[src/rtl/uart_top.sv]
// Full-duplex UART: 16x oversampling baud generator, TX/RX FIFOs, configurable frame format.
// Optional feature: define UART_LOOPBACK_EN so that uart_config[7] feeds the TX stream into RX.
module uart_top #(
  parameter int unsigned TX_FIFO_DEPTH = 16,
  parameter int unsigned RX_FIFO_DEPTH = 16
) (
  input  logic        clk,
  input  logic        reset,
  input  logic        rx,
  input  logic [15:0] uart_config,
  input  logic [15:0] uart_baudgen,
  input  logic [15:0] uart_data_write,
  input  logic        uart_write,
  input  logic        uart_read,
  input  logic        uart_en,
  output logic        tx,
  output logic [15:0] uart_status,
  output logic [15:0] uart_data_read
);
  localparam int unsigned TxAw = $clog2(TX_FIFO_DEPTH);
  localparam int unsigned RxAw = $clog2(RX_FIFO_DEPTH);
  localparam logic [TxAw:0] TxOne = 1;
  localparam logic [RxAw:0] RxOne = 1;

  localparam logic [2:0] StIdle   = 3'd0;
  localparam logic [2:0] StStart  = 3'd1;
  localparam logic [2:0] StData   = 3'd2;
  localparam logic [2:0] StParity = 3'd3;
  localparam logic [2:0] StStop   = 3'd4;

  // Baud generator; tick is registered so a frame started on enable gets full-length bits.
  logic [15:0] baud_cnt_q;
  logic        tick_q;

  always_ff @(posedge clk or negedge reset) begin
    if (!reset) begin
      baud_cnt_q <= '0;
      tick_q     <= 1'b0;
    end else if (!uart_en || uart_baudgen == 16'd0) begin
      baud_cnt_q <= '0;
      tick_q     <= 1'b0;
    end else if (baud_cnt_q >= uart_baudgen - 16'd1) begin
      baud_cnt_q <= '0;
      tick_q     <= 1'b1;
    end else begin
      baud_cnt_q <= baud_cnt_q + 16'd1;
      tick_q     <= 1'b0;
    end
  end

  // TX FIFO
  logic [7:0]    tx_mem [TX_FIFO_DEPTH];
  logic [TxAw:0] tx_wr_q, tx_rd_q, tx_count;
  logic          tx_empty, tx_full, tx_push, tx_pop;
  logic [7:0]    tx_head;

  assign tx_count = tx_wr_q - tx_rd_q;
  assign tx_empty = (tx_count == '0);
  assign tx_full  = (tx_count == TX_FIFO_DEPTH[TxAw:0]);
  assign tx_push  = uart_write & ~tx_full;
  assign tx_head  = tx_mem[tx_rd_q[TxAw-1:0]];

  always_ff @(posedge clk or negedge reset) begin
    if (!reset) begin
      tx_wr_q <= '0;
      tx_rd_q <= '0;
    end else begin
      if (tx_push) tx_wr_q <= tx_wr_q + TxOne;
      if (tx_pop)  tx_rd_q <= tx_rd_q + TxOne;
    end
  end

  always_ff @(posedge clk) begin
    if (tx_push) tx_mem[tx_wr_q[TxAw-1:0]] <= uart_data_write[7:0];
  end

  // TX FSM
  logic [2:0] tx_state_q, tx_state_d, tx_bit_q, tx_bit_d, tx_last_q, tx_last_d;
  logic [3:0] tx_tcnt_q, tx_tcnt_d;
  logic [7:0] tx_shift_q, tx_shift_d, tx_mask;
  logic       tx_par_q, tx_par_d, tx_par_en_q, tx_par_en_d, tx_stop2_q, tx_stop2_d;
  logic       tx_can_start, tx_load, tx_line;

  assign tx_mask      = 8'hff >> (2'd3 - uart_config[3:2]);
  assign tx_can_start = uart_config[0] & ~tx_empty;
  assign tx_pop       = tx_load;

  always_comb begin
    tx_state_d  = tx_state_q;
    tx_bit_d    = tx_bit_q;
    tx_last_d   = tx_last_q;
    tx_tcnt_d   = tx_tcnt_q;
    tx_shift_d  = tx_shift_q;
    tx_par_d    = tx_par_q;
    tx_par_en_d = tx_par_en_q;
    tx_stop2_d  = tx_stop2_q;
    tx_load     = 1'b0;
    if (!uart_en) begin
      tx_state_d = StIdle;
      tx_tcnt_d  = '0;
    end else if (tx_state_q == StIdle) begin
      tx_load = tx_can_start;
    end else if (tick_q) begin
      tx_tcnt_d = tx_tcnt_q + 4'd1;
      if (tx_tcnt_q == 4'd15) begin
        tx_bit_d = tx_bit_q + 3'd1;
        case (tx_state_q)
          StStart: begin
            tx_state_d = StData;
            tx_bit_d   = '0;
          end
          StData: begin
            tx_shift_d = tx_shift_q >> 1;
            if (tx_bit_q == tx_last_q) begin
              tx_state_d = tx_par_en_q ? StParity : StStop;
              tx_bit_d   = '0;
            end
          end
          StParity: begin
            tx_state_d = StStop;
            tx_bit_d   = '0;
          end
          default: begin
            // Chain straight into the next frame when more data is queued.
            if (!tx_stop2_q || tx_bit_q != 3'd0) begin
              tx_state_d = StIdle;
              tx_load    = tx_can_start;
            end
          end
        endcase
      end
    end
    if (tx_load) begin
      tx_state_d  = StStart;
      tx_tcnt_d   = '0;
      tx_bit_d    = '0;
      tx_shift_d  = tx_head;
      tx_last_d   = {1'b1, uart_config[3:2]};
      tx_par_d    = (^(tx_head & tx_mask)) ^ uart_config[6];
      tx_par_en_d = uart_config[5];
      tx_stop2_d  = uart_config[4];
    end
  end

  always_ff @(posedge clk or negedge reset) begin
    if (!reset) begin
      tx_state_q  <= StIdle;
      tx_bit_q    <= '0;
      tx_last_q   <= '0;
      tx_tcnt_q   <= '0;
      tx_shift_q  <= '0;
      tx_par_q    <= 1'b0;
      tx_par_en_q <= 1'b0;
      tx_stop2_q  <= 1'b0;
    end else begin
      tx_state_q  <= tx_state_d;
      tx_bit_q    <= tx_bit_d;
      tx_last_q   <= tx_last_d;
      tx_tcnt_q   <= tx_tcnt_d;
      tx_shift_q  <= tx_shift_d;
      tx_par_q    <= tx_par_d;
      tx_par_en_q <= tx_par_en_d;
      tx_stop2_q  <= tx_stop2_d;
    end
  end

  always_comb begin
    case (tx_state_q)
      StStart:  tx_line = 1'b0;
      StData:   tx_line = tx_shift_q[0];
      StParity: tx_line = tx_par_q;
      default:  tx_line = 1'b1;
    endcase
  end

  logic rx_src;
  logic unused;
`ifdef UART_LOOPBACK_EN
  assign rx_src = uart_config[7] ? tx_line : rx;
  assign tx     = uart_config[7] ? 1'b1 : tx_line;
  assign unused = ^{uart_data_write[15:8], uart_config[15:12]};
`else
  assign rx_src = rx;
  assign tx     = tx_line;
  assign unused = ^{uart_data_write[15:8], uart_config[15:12], uart_config[7]};
`endif

  // RX synchroniser and edge detect
  logic [1:0] rx_sync_q;
  logic       rx_prev_q, rx_s;

  assign rx_s = rx_sync_q[1];

  always_ff @(posedge clk or negedge reset) begin
    if (!reset) begin
      rx_sync_q <= 2'b11;
      rx_prev_q <= 1'b1;
    end else begin
      rx_sync_q <= {rx_sync_q[0], rx_src};
      rx_prev_q <= rx_s;
    end
  end

  // RX FSM
  logic [2:0] rx_state_q, rx_state_d, rx_bit_q, rx_bit_d, rx_last_q, rx_last_d;
  logic [3:0] rx_tcnt_q, rx_tcnt_d;
  logic [7:0] rx_data_q, rx_data_d;
  logic       rx_par_en_q, rx_par_en_d, rx_odd_q, rx_odd_d, rx_perr_q, rx_perr_d;
  logic       rx_push, rx_frame_bad;

  always_comb begin
    rx_state_d   = rx_state_q;
    rx_bit_d     = rx_bit_q;
    rx_last_d    = rx_last_q;
    rx_tcnt_d    = rx_tcnt_q;
    rx_data_d    = rx_data_q;
    rx_par_en_d  = rx_par_en_q;
    rx_odd_d     = rx_odd_q;
    rx_perr_d    = rx_perr_q;
    rx_push      = 1'b0;
    rx_frame_bad = 1'b0;
    if (!uart_en) begin
      rx_state_d = StIdle;
      rx_tcnt_d  = '0;
    end else begin
      case (rx_state_q)
        StIdle: begin
          if (uart_config[1] && rx_prev_q && !rx_s) begin
            rx_state_d  = StStart;
            rx_tcnt_d   = '0;
            rx_bit_d    = '0;
            rx_data_d   = '0;
            rx_perr_d   = 1'b0;
            rx_last_d   = {1'b1, uart_config[3:2]};
            rx_par_en_d = uart_config[5];
            rx_odd_d    = uart_config[6];
          end
        end
        StStart: begin
          if (tick_q) begin
            rx_tcnt_d = rx_tcnt_q + 4'd1;
            if (rx_tcnt_q == 4'd7) begin
              rx_tcnt_d  = '0;
              rx_state_d = rx_s ? StIdle : StData;
            end
          end
        end
        default: begin
          if (tick_q) begin
            rx_tcnt_d = rx_tcnt_q + 4'd1;
            if (rx_tcnt_q == 4'd15) begin
              case (rx_state_q)
                StData: begin
                  rx_data_d[rx_bit_q] = rx_s;
                  rx_bit_d = rx_bit_q + 3'd1;
                  if (rx_bit_q == rx_last_q) rx_state_d = rx_par_en_q ? StParity : StStop;
                end
                StParity: begin
                  rx_perr_d  = rx_s ^ (^rx_data_q) ^ rx_odd_q;
                  rx_state_d = StStop;
                end
                default: begin
                  rx_push      = 1'b1;
                  rx_frame_bad = ~rx_s;
                  rx_state_d   = StIdle;
                end
              endcase
            end
          end
        end
      endcase
    end
  end

  always_ff @(posedge clk or negedge reset) begin
    if (!reset) begin
      rx_state_q  <= StIdle;
      rx_bit_q    <= '0;
      rx_last_q   <= '0;
      rx_tcnt_q   <= '0;
      rx_data_q   <= '0;
      rx_par_en_q <= 1'b0;
      rx_odd_q    <= 1'b0;
      rx_perr_q   <= 1'b0;
    end else begin
      rx_state_q  <= rx_state_d;
      rx_bit_q    <= rx_bit_d;
      rx_last_q   <= rx_last_d;
      rx_tcnt_q   <= rx_tcnt_d;
      rx_data_q   <= rx_data_d;
      rx_par_en_q <= rx_par_en_d;
      rx_odd_q    <= rx_odd_d;
      rx_perr_q   <= rx_perr_d;
    end
  end

  // RX FIFO: entry is {frame_err, parity_err, data}
  logic [9:0]    rx_mem [RX_FIFO_DEPTH];
  logic [RxAw:0] rx_wr_q, rx_rd_q, rx_count;
  logic          rx_empty, rx_full, rx_wr, rx_pop;
  logic [15:0]   data_read_q;

  assign rx_count = rx_wr_q - rx_rd_q;
  assign rx_empty = (rx_count == '0);
  assign rx_full  = (rx_count == RX_FIFO_DEPTH[RxAw:0]);
  assign rx_wr    = rx_push & ~rx_full;
  assign rx_pop   = uart_read & ~rx_empty;

  always_ff @(posedge clk or negedge reset) begin
    if (!reset) begin
      rx_wr_q     <= '0;
      rx_rd_q     <= '0;
      data_read_q <= '0;
    end else begin
      if (rx_wr) rx_wr_q <= rx_wr_q + RxOne;
      if (rx_pop) begin
        rx_rd_q     <= rx_rd_q + RxOne;
        data_read_q <= {6'd0, rx_mem[rx_rd_q[RxAw-1:0]]};
      end
    end
  end

  always_ff @(posedge clk) begin
    if (rx_wr) rx_mem[rx_wr_q[RxAw-1:0]] <= {rx_frame_bad, rx_perr_q, rx_data_q};
  end

  // Sticky error flags
  logic par_st_q, frm_st_q, ovr_st_q, thr_hit;

  always_ff @(posedge clk or negedge reset) begin
    if (!reset) begin
      par_st_q <= 1'b0;
      frm_st_q <= 1'b0;
      ovr_st_q <= 1'b0;
    end else if (!uart_en) begin
      par_st_q <= 1'b0;
      frm_st_q <= 1'b0;
      ovr_st_q <= 1'b0;
    end else begin
      if (rx_push && rx_perr_q)    par_st_q <= 1'b1;
      if (rx_push && rx_frame_bad) frm_st_q <= 1'b1;
      if (rx_push && rx_full)      ovr_st_q <= 1'b1;
    end
  end

  // A zero threshold disables the level flag.
  assign thr_hit = (uart_config[11:8] != 4'd0) &&
                   (32'(rx_count) >= 32'(uart_config[11:8]));

  assign uart_status = {7'd0, thr_hit, ovr_st_q, frm_st_q, par_st_q, (tx_state_q != StIdle),
                        rx_full, rx_empty, tx_full, tx_empty};
  assign uart_data_read = data_read_q;

endmodule

[config.mk]
export PLATFORM = sky130hd
export DESIGN_NAME = uart_top
export DESIGN_NICKNAME = d
export VERILOG_FILES = /design/src/rtl/uart_top.sv
export SDC_FILE = /design/constraint.sdc
export NUM_CORES = 1
export LEC_CHECK = 0
export CAP_MARGIN = 20
export CORE_UTILIZATION = 45
export CTS_CLUSTER_DIAMETER = 30
export DETAILED_ROUTE_END_ITERATION = 10
export SYNTH_ARGS = -nofsm -noshare
export SYNTH_HDL_FRONTEND = slang
export SYNTH_SLANG_ARGS = --single-unit
[constraint.sdc]
create_clock -name clk -period 3.4 [get_ports clk]
set_input_delay 0.68 -clock clk [delete_from_list [all_inputs] [get_ports clk]]
set_output_delay 0.68 -clock clk [all_outputs]
set_load 0.005 [all_outputs]
# [Word level (Yosys, flattened, before mapping)]
# Memory sizes are Yosys's and may differ from the RTL's. A register that Yosys moved wholly into a read port is not among the register bits.
# Index checks and enable logic that the tools add are counted.
[classes] n_reduce_logical=44 mux=92 n_eq_ne=29 shifts=1 div=0 multipliers=0 n_addsub=13 bitwise_logic=14 order_cmp=4
[op_table] cell="$mux W8" count=10
[op_table] cell="$mux W3" count=26
[op_table] cell="$mux W4" count=9
[op_table] cell="$mux W1" count=33
[op_table] cell="$mux W16" count=2
[op_table] cell="$pmux W3 S2" count=4
[op_table] cell="$add A5 B1 Y5 const B" count=4
[op_table] cell="$reduce_and A6 Y1" count=3
[op_table] cell="$add A16 B1 Y16 const B" count=1
[op_table] cell="$ge A16 B16 Y1" count=1
[op_table] cell="$logic_not A16 Y1" count=1
[op_table] cell="$pmux W8 S2" count=1
[op_table] cell="$reduce_bool A2 Y1" count=8
[op_table] cell="$reduce_xor A8 Y1" count=2
[op_table] cell="$sub A16 B1 Y16 const B" count=1
[op_table] cell="$eq A3 B2 Y1 const B" count=4
[op_table] cell="$ne A3 B3 Y1 const B" count=4
[op_table] cell="$eq A5 B5 Y1 const B" count=2
[op_table] cell="$logic_not A5 Y1" count=2
[op_table] cell="$reduce_and A5 Y1" count=2
[op_table] cell="$sub A5 B5 Y5" count=2
[op_table] cell="$ne A3 B1 Y1 const B" count=3
[op_table] cell="$pmux W3 S3" count=1
[op_table] cell="$add A4 B1 Y4 const B" count=2
[op_table] cell="other kinds (37)" count=69
[word_totals] mem_bits_rw=288 out_inout_bits=33 latch_bits=0 wordCells=226 inputBits=54 rom_bits=0 n_memories=2 register_bits=91
[memory_table] name="rx_mem" depth=16 word_bits=10 read_ports=1 rd_clocked_by_memory_dff=1 write_ports=1 line="298" text="logic [9:0] rx_mem [RX_FIFO_DEPTH];"
[memory_table] name="tx_mem" depth=16 word_bits=8 read_ports=1 rd_clocked_by_memory_dff=0 write_ports=1 line="52" text="logic [7:0] tx_mem [TX_FIFO_DEPTH];"

# [Depth between registers and ports, before layout]
# Gate-level depths: netlist (run 1).
[logic_depth] ltp_word=12 depth_mapped=13

# [Least setup slack after synthesis (run 1)]
# OpenSTA, ideal clock, no wires.
[synth_timing] path_kind="register to register" start="register rx_rd_q[1]" end="memory rx_mem[10][0], enable pin" n_path_buf=3 synth_period_minus_slack_ns=3.592 setup_slack_ns=-0.192 t_required_ns=3.113 arrival_ns=3.305 path_stages_with_launch=13 path_cell_list="dfrtp_1 -> clkbuf_1 -> clkbuf_1 -> inv_1 -> fa_1 -> a21o_1 -> a21oi_1 -> xnor2_1 -> or4b_2 -> nor2b_1 -> clkbuf_1 -> and3b_1 -> and2_1"
[synth_via] elab_chain_cells=6
[synth_lines] item="start: declaration" line="299" text="logic [RxAw:0] rx_wr_q, rx_rd_q, rx_count;"
[synth_lines] item="start signal: assignment" line="317" text="rx_rd_q <= rx_rd_q + RxOne;"
[synth_lines] item="$sub A5 B5 Y5" line="303" text="assign rx_count = rx_wr_q - rx_rd_q;"
[synth_lines] item="$eq A5 B5 Y1" line="305" text="assign rx_full = (rx_count == RX_FIFO_DEPTH[RxAw:0]);"
[synth_lines] item="$not A1 Y1" line="306" text="assign rx_wr = rx_push & ~rx_full;"
[synth_lines] item="$and A1 B1 Y1" line="306"
[synth_lines] item="$mux W1" line="324" text="if (rx_wr) rx_mem[rx_wr_q[RxAw-1:0]] <= {rx_frame_bad, rx_perr_q, rx_data_q};"
[synth_lines] item="$mux W1 (not written as such)" line="324"
[synth_lines] item="end: declaration" line="298"
# Every way passes these cells.

# [Worst setup path after layout (run 1)]
[layout_timing] start="register rx_wr_q[0]" end="output uart_status[3]"
[layout_via] elab_chain_cells=2
[layout_lines] item="start: declaration" line="299"
[layout_lines] item="start signal: assignment" line="315" text="if (rx_wr) rx_wr_q <= rx_wr_q + RxOne;"
[layout_lines] item="$sub A5 B5 Y5" line="303"
[layout_lines] item="$eq A5 B5 Y1" line="305"
[layout_lines] item="end: declaration" line="17" text="output logic [15:0] uart_status,"
# Every way passes these cells.

==> results.txt, run 1 <==
- The flow ran to the end, but the final reports show violations.
- Failing checks: negative setup slack
- The via count of the first global-routing pass is 10186.
- Horiz. Die Dim: 198.2 um
- P_int: 13.00 mW
- In this design, the largest share of critical-path delay is due to adder cells.
* Area occupied by multi-input gates: 5803 sq um
- Ant diodes: 0
- Clock-pin slew was measured on the worst setup and hold paths at 50 ps.
* CP most frequent cell: sky130_fd_sc_hd__inv_2
* Max Root-Sink Buffers: 3
- Switching share of power: 0.2606
- The share of synthesized area in the top cell type comes to 0.4990.
- The worst setup path is captured at an output pin.
* Share of flip-flops with an asynchronous set or reset after synthesis: 0.2596
* Worst Setup Slack, final: -19.39 ps
- Number of buffers created by CTS: 87
- Top Ports: 87
* Synthesized area divided by synthesized cell count: 15.80 sq um
- Post-detailed-route wirelength per cell: 19.53 um
* Cell Area, Synth: 17330 sq um
* Worst-Skew Late Latency: 590 ps
- Met2 demand-to-capacity share in global routing: 0.3047
* Number of hold violations in the final report: 0
- Top_reg_cell synth: sky130_fd_sc_hd__edfxtp_1
- The worst setup path is of the reg -> out kind.
* Core utilization of the finished layout: 0.5824
* Cell variety after synth: 65
* Most area-consuming cells after synthesis: sky130_fd_sc_hd__edfxtp_1, sky130_fd_sc_hd__dfrtp_1, sky130_fd_sc_hd__mux4_2, sky130_fd_sc_hd__ha_1, sky130_fd_sc_hd__xnor2_1
- Static timing analysis puts the maximum clock frequency at 292.5 MHz.
- Port bufs: 60
- Fill cells in the final layout number 2921.
* Starting density of the core: 0.4590
* Total net switching power: 4.581 mW
- Area occupied by registers: 11180 sq um
- Once placement completed, the tool counted placed cells totaling 1680.
- After global routing the overflow that remains totals 0.
- Dividing total power by cell area gives a power density of 799.4 nW/um^2.
- Entering global routing, the biggest net connects 44 pins.
- Setup repair after global routing could not meet its margin everywhere.
- The clock drives 389 sinks.
- Worst endpoint data arrival time: 2740 ps
- Counting flops with a built-in enable in the synthesized netlist gives 288.
* Count of mapped cells out of synthesis: 1097
- The max-slew violation count came to 0.
* Vertical extent of the die: 198.2 um
* Worst Setup Start Kind: flip-flop
* Delay of the slowest critical-path stage: 490 ps
* Critical path, cell by cell: inv_2, ha_4, inv_4, fa_2, a21o_1, a21oi_2, xnor2_2, or4b_4, inv_2, buf_6
* Average vias per placed instance: 5.284
- The path class of the tightest hold or removal check is in -> async.
- Routability cong.: 0.7837
* Top cells by instance count after synthesis: sky130_fd_sc_hd__edfxtp_1, sky130_fd_sc_hd__dfrtp_1, sky130_fd_sc_hd__nand2_1
* Global route hottest layer: met2
* GR met3 Demand/Resource: 0.04054
- Crit-path max FO: 2
- LEAKAGE: 8.171 nW
- Worst setup skew after layout: 22.68 ps
- Initial DRC count: 538
- Die Area: 39300 sq um
- For this run, design rule violations remaining after detail routing come to 0.
- Of the cells placed in the final design, the portion with a size suffix greater than 1 is 0.2498.
* CP max-delay cell: sky130_fd_sc_hd__or4b_4
- Post-detailed-placement cell area: 18840 sq um
* Count of warnings emitted by yosys: 0
- Of the total power, combinational logic draws 0.194.
- Setup violators final: 1
* Root Buffer Master: sky130_fd_sc_hd__clkbuf_16
- The most common cell in the synthesized netlist is sky130_fd_sc_hd__edfxtp_1.
- Of the total power, registers draw 0.324.
- Wirelength, routed: 36.09 mm
- Of the synthesized area, sequential elements account for 0.6451.
- Met1 capacity usage during global routing: 0.2590
- The first global-routing pass estimated 57.06 mm of wire.
* Count of buffering cells on the critical path with inverters included: 4
* Antenna-violating nets left: 0
- Post-layout min period: 3419 ps
* Slew at the pin closest to its max-slew limit: 980.7 ps
* Cell Count, Final, Fillers Out: 1848
* Max rail drop VDD: 552.7 uV
- Counting flops and latches in the post-synthesis netlist gives 389.
- Max Cap Viol: 0
- The H-tree generated during clock tree synthesis spans 3 levels.
- Library cell with the largest summed area after synthesis: sky130_fd_sc_hd__edfxtp_1
* Core outline area: 37760 sq um
- TritonCTS built the clock tree.
* Synth-to-Final Area Change: 26.88%
- Hpwl dp: 22.50 mm
- Share of the clock period used by the worst path after layout: 1.006
- Worst slew margin relative to its limit: 0.3406
* Data required time of the worst path: 2720 ps
- Before antenna repair, the detailed router went through 5 iterations.
* Area of all placed cells without fillers: 21990 sq um
- Across every metal layer, demand over resource in global routing totals 0.1927.
- Vias post-DR: 9764
- The design draws 17.58 mW.
- Final net count: 1365
- The share of total power dissipated in the clock network is 0.482.
- The initialized floorplan defines 71 standard-cell rows.
- Number of antenna violations at the first check in global routing: 0
-- cells in the final DEF, fill, tap and decap left out, types with 12 or more instances in the layout --
cell | netlist | final
sky130_fd_sc_hd__o21ai_0 | 24 | 22
sky130_fd_sc_hd__and2_1 | 19 | 12
sky130_fd_sc_hd__xor2_1 | 21 | 20
sky130_fd_sc_hd__clkdlybuf4s50_1 | 0 | 54
sky130_fd_sc_hd__xnor2_1 | 54 | 53
sky130_fd_sc_hd__mux4_2 | 68 | 68
sky130_fd_sc_hd__conb_1 | 1 | 13
sky130_fd_sc_hd__nor2b_1 | 16 | 16
sky130_fd_sc_hd__buf_4 | 22 | 65
sky130_fd_sc_hd__dfrtp_1 | 98 | 95
sky130_fd_sc_hd__nand3_1 | 17 | 17
sky130_fd_sc_hd__a21oi_1 | 36 | 33
sky130_fd_sc_hd__ha_1 | 46 | 45
sky130_fd_sc_hd__mux2i_1 | 20 | 20
sky130_fd_sc_hd__mux2_2 | 16 | 16
sky130_fd_sc_hd__clkbuf_1 | 34 | 15
sky130_fd_sc_hd__clkinv_2 | 0 | 12
sky130_fd_sc_hd__mux4_1 | 16 | 16
sky130_fd_sc_hd__and3_1 | 26 | 26
sky130_fd_sc_hd__inv_1 | 29 | 26
sky130_fd_sc_hd__nor2_1 | 39 | 38
sky130_fd_sc_hd__edfxtp_1 | 288 | 288
sky130_fd_sc_hd__clkinvlp_4 | 0 | 15
sky130_fd_sc_hd__bufinv_16 | 0 | 14
sky130_fd_sc_hd__nand2_1 | 72 | 72
sky130_fd_sc_hd__clkbuf_16 | 0 | 88
-- final timing paths --
path                         startpoint           endpoint  slack, ps  cells past startpoint
max in group asynchronous         reset          rx_prev_q       2500                      2
min                               reset  uart_data_read[5]         50                      1
min reg2reg                rx_sync_q[0]       rx_sync_q[1]        360                      0
max reg2reg                  rx_wr_q[0]      rx_mem[12][4]        120                     13
max                          rx_wr_q[0]     uart_status[3]        -20                     10
min in group clk           rx_sync_q[0]       rx_sync_q[1]        360                      0
-- layer usage --
metal / share of wire / vias up
met2: 0.48 / 231
met1: 0.45 / 4920
met4: 0.025 / 0
met5: 0 / -
met3: 0.046 / 69
li1: - / 4544
-- area by class of cell --
type / instances / share of cell area
clock inverter: 56 / 0.03369
multi-input combinational: 625 / 0.2639
clock buffer: 106 / 0.1046
sequential: 389 / 0.5086
inverter: 30 / 0.005235
tap: 511 / 0.02908
timing repair buffer: 131 / 0.05491
-- sequential cells by signal (all words and copies together) (netlist names), 4 cells and up --
signal / cells
baud_cnt_q: 16
rx_data_q: 8
rx_mem: 160
rx_rd_q: 5
rx_tcnt_q: 4
rx_wr_q: 5
tx_mem: 128
tx_rd_q: 5
tx_shift_q: 8
tx_tcnt_q: 4
tx_wr_q: 5
uart_data_read: 10
-- cell families (layout without fill, tap and decap cells) --
| logic type | Yosys count | after routing | synth area share |
|---|---|---|---|
| flops | 389 | 389 | 0.6451 |
| other cells | 1 | 13 | 0.0002164 |
| compound gates | 119 | 119 | 0.04426 |
| fa+ha+maj | 47 | 47 | 0.03437 |
| xor+xnor | 76 | 76 | 0.03884 |
| mux | 120 | 120 | 0.1346 |
| simple gates | 250 | 250 | 0.07487 |
| buf+inv | 95 | 323 | 0.02780 |
-- repair_timing --
item / in CTS / in global routing
buffers inserted: 4 / 3
endpoints found under the setup margin: 20 / 26
gates resized for setup: 16 / 18
hold buffers: 0 / 0
pin swaps: 3 / 7
-- metrics by stage --
step	hold WS, ps	setup TNS (ps)	worst slack [ps]
floorplan	345.2	0	3.535
global placement	347.9	-9688	-603.3
detailed placement	348.8	-10620	-655.8
CTS	45.80	-137.6	-137.6
global route	69.83	-157.9	-112.7
finish	54.92	-19.39	-19.39
-- power by group through the flow --
stage | Sequential [mW] | Combinational (mW) | Clock [mW]
after floorplan | 5.69 | 2.53 | 0
after global placement | 5.76 | 3.34 | 0
after detailed placement | 5.77 | 3.36 | 0
after CTS | 5.69 | 3.43 | 8.62
after global routing | 5.72 | 3.76 | 8.87
final | 5.69 | 3.41 | 8.48
Power figures use the tool's default switching activity.
==> run 2, diff against run 1 <==
--- a/config.mk
+++ b/config.mk
@@ -7,7 +7,6 @@
 export LEC_CHECK = 0
 export CAP_MARGIN = 20
 export CORE_UTILIZATION = 45
-export CTS_CLUSTER_DIAMETER = 30
 export DETAILED_ROUTE_END_ITERATION = 10
 export SYNTH_ARGS = -nofsm -noshare
 export SYNTH_HDL_FRONTEND = slang
==> run 2 against run 1 <==
Compared with the run above: the flow now finishes without violations; global-route usage down 0.63 points; routed wire length is 3.2% lower; utilization fell by 4.5 points; via count shrank 2.9%; final cell count is 4.5% lower; hold slack improved by 27 ps; critical endpoint unchanged.
==> results.txt, run 2 (synthesis gave the netlist of run 1 again) <==
- Antenna-violating nets left: 0 (unchanged)
- Synth-to-Final Area Change: 17.17% (was 26.88%)
- Critical path type: reg -> out (unchanged)
- Beginning of the critical path: rx_wr_q[0] (unchanged)
- The cell area power density is 664.3 nW/um^2 (was 799.4 nW/um^2).
- The critical path data arrival time came to 2690 ps (was 2740 ps).
- Delay of the slowest critical-path stage: 490 ps (about the same)
- The worst reg-to-reg setup slack is 130 ps (was 120 ps).
* Filler Cell Count: 3074 (was 2921)
* Share of final-layout standard cells stronger than drive strength 1: 0.2027 (was 0.2498)
- The worst supply voltage drop on vdd is 473.2 uV (was 552.7 uV).
- Hold Buf Count CTS: 0 (unchanged)
- Worst setup skew after layout: 16.63 ps (was 22.68 ps)
* Number of antenna violations at the first check in global routing: 0 (unchanged)
- The critical register-to-register path startpoint is rx_wr_q[0] (unchanged).
- Routability cong.: 0.7837 (unchanged)
- The worst path setup slack after routing came to 28.85 ps (was -19.39 ps).
* Tot Pwr: 13.49 mW (was 17.58 mW)
* Post-layout min period: 3371 ps (was 3419 ps)
- The starting utilization of the core area was 0.4590 (unchanged).
- The number of standard-cell rows in the floorplan was 71 (unchanged).
- The global-route wire length before repair is 55.26 mm (was 57.06 mm).
- The largest net degree at the start of global routing was 44 (unchanged).
- The length in cells of the worst reg-to-reg path came to 13 (unchanged).
* Initial DRC count: 555 (was 538)
- Total iterations of the first detailed-routing run: 5 (unchanged)
- The transition time at the pin with the least slew margin came to 929.1 ps (was 980.7 ps).
- Share of the clock period used by the worst path after layout: 0.9915 (was 1.006)
- Commonest non-fill, non-tap cells in the layout: sky130_fd_sc_hd__edfxtp_1, sky130_fd_sc_hd__dfrtp_1, sky130_fd_sc_hd__nand2_1, sky130_fd_sc_hd__mux4_2, sky130_fd_sc_hd__buf_4 (was sky130_fd_sc_hd__edfxtp_1, sky130_fd_sc_hd__dfrtp_1, sky130_fd_sc_hd__clkbuf_16, sky130_fd_sc_hd__nand2_1, sky130_fd_sc_hd__mux4_2).
- Worst Setup Start Kind: flip-flop (unchanged)
- The type of the worst min-delay path is in -> async (unchanged).
- Die Area: 39300 sq um (unchanged)
- The area of all placed cells without fillers is 20310 sq um (was 21990 sq um).
* Post-detailed-placement cell area: 18840 sq um (unchanged)
* Vertical extent of the die: 198.2 um (unchanged)
* Data required time of the worst path: 2720 ps (about the same)
- The endpoint of the worst setup timing path was uart_status[3] (unchanged).
- Cell Count, Final, Fillers Out: 1764 (was 1848)
* Register clock-pin slew on the reported worst setup and hold paths: 60 ps (was 50 ps)
* Tot GR Track Use: 0.1864 (was 0.1927)
- The count of unresolved DRC violations after routing is 0 (unchanged).
- Number of hold violations in the final report: 0 (unchanged)
- The max-capacitance violation count came to 0 (unchanged).
* Vias in the first global route: 9679 (was 10186)
- Setup slack after placement: -655.8 ps (unchanged)
- The flip-flop count of the largest register, all copies and words added came to 160 (unchanged).
* Root Buffer Master: sky130_fd_sc_hd__clkbuf_16 (unchanged)
* LEAKAGE: 7.410 nW (was 8.171 nW)
- The most frequent standard cell in the layout excluding fill and tap cells is sky130_fd_sc_hd__edfxtp_1 (unchanged).
- The kind of cell adding the most delay to the critical path was adder cells (unchanged).
- The half-perimeter wire length of the detailed placement result came to 22.50 mm (unchanged).
* Final global-route overflow total: 0 (unchanged)
* Worst flop-to-flop path endpoint: rx_mem[12][1] (was rx_mem[12][4])
* Horiz. Die Dim: 198.2 um (unchanged)
* CP most frequent cell: sky130_fd_sc_hd__inv_2 (unchanged)
- The number of top-level design ports came to 87 (unchanged).
- The highest achievable clock rate is 296.6 MHz (was 292.5 MHz).
- The max-slew violation count came to 0 (unchanged).
- The diode insertion count for antenna repair is 0 (unchanged).
- Clock tree from TritonCTS: built (unchanged)
* Worst slew margin relative to its limit: 0.3753 (was 0.3406)
- The critical path buffer and inverter count came to 4 (unchanged).
- Status: finished, final reports clean (was finished, violations left)
- The maximum clock path buffer count came to 3 (unchanged).
- The capturing element type of the critical path is an output pin (unchanged).
* Number of buffers created by CTS: 42 (was 87)
- Crit-path max FO: 2 (unchanged)
* Worst-Skew Late Latency: 560 ps (was 590 ps)
- The total routed wirelength is 34.95 mm (was 36.09 mm).
- CP max-delay cell: sky130_fd_sc_hd__or4b_4 (unchanged)
- The clock sink count was 389 (unchanged).
* Setup violators final: 0 (was 1)
- Hold_ws: 81.75 ps (was 54.92 ps)
- Vias post-DR: 9477 (was 9764)
- The maximum level of the CTS H-tree is 2 (was 3).
- The logic depth of the worst path, buffers included is 10 (unchanged).
- Critical path, cell by cell: inv_2, ha_4, inv_4, fa_2, a21o_1, a21oi_2, xnor2_1, or4b_4, inv_2, buf_6 (was inv_2, ha_4, inv_4, fa_2, a21o_1, a21oi_2, xnor2_2, or4b_4, inv_2, buf_6)
* RSZ-0062 raised after global routing: yes (unchanged)
* Average vias per placed instance: 5.372 (was 5.284)
- Core outline area: 37760 sq um (unchanged)
- Port bufs: 60 (unchanged)
- The cell count after placement is 1680 (unchanged).
* Post-detailed-route wirelength per cell: 19.81 um (was 19.53 um)
* Final net count: 1320 (was 1365)
[run 2: worst min path at each step]
| stage | startpoint | end | cells past startpoint |
|---|---|---|---|
| finish | reset | uart_data_read[4] | 1 |
| global route | reset | uart_data_read[0] | 1 |
| CTS | reset | uart_data_read[0] | 1 |
| detailed placement | rx_sync_q[0] | rx_sync_q[1] | 0 |
| global placement | rx_sync_q[0] | rx_sync_q[1] | 0 |
| floorplan | rx_sync_q[0] | rx_sync_q[1] | 0 |
[run 2: worst register-to-register path, delay by kind of cell, from the launching register on]
kind | cells | cell delay (ps)
AND/OR/NAND/NOR | 4 | 1210
adder cells (fa/ha/maj) | 2 | 510
flip-flops | 1 | 390
buffers and inverters | 4 | 390
AO/OA/AOI/OAI | 2 | 320
XOR/XNOR | 1 | 140
[run 2: layer usage]
metal,vias up,track usage,wire length [um]
met5,-,0,0
met4,0,0.06173,800
met3,49,0.02879,1449
met2,198,0.3024,16820
met1,4802,0.2575,15880
li1,4428,-,-
[run 2: repair_timing]
action | 4_1_cts | 5_1_grt
setup buffers | 4 | 3
gates resized for setup | 15 | 20
pin swaps | 3 | 9
endpoints found under the hold margin | 0 | 0
endpoints found under the setup margin | 40 | 27
[run 2: area by class of cell]
| class | count | area (sq um) | share of cell area |
|---|---|---|---|
| Clock buffer | 56 | 1134 | 0.05583 |
| Clock inverter | 22 | 205.2 | 0.01011 |
| Inverter | 30 | 115.1 | 0.005669 |
| Multi-Input combinational cell | 625 | 5809 | 0.2861 |
| Sequential cell | 389 | 11180 | 0.5507 |
| Tap cell | 511 | 639.4 | 0.03149 |
| Timing Repair Buffer | 131 | 1220 | 0.06008 |
[run 2: report_power, final]
group / switching (mW) / leakage [nW] / total [mW] / internal (mW)
clock network: 1.83 / 0.658 / 4.41 / 2.59
registers: 0.218 / 3.87 / 5.67 / 5.45
logic: 1.75 / 2.88 / 3.40 / 1.66
total: 3.79 / 7.41 / 13.5 / 9.70
[run 2: stage by stage]
step	util	TNS, ps
detailed placement	0.4989	-10620
floorplan	-	0
finish	0.5378	0
CTS	0.5360	-127.8
global placement	0.4989	-9688
global route	0.5378	-131.5
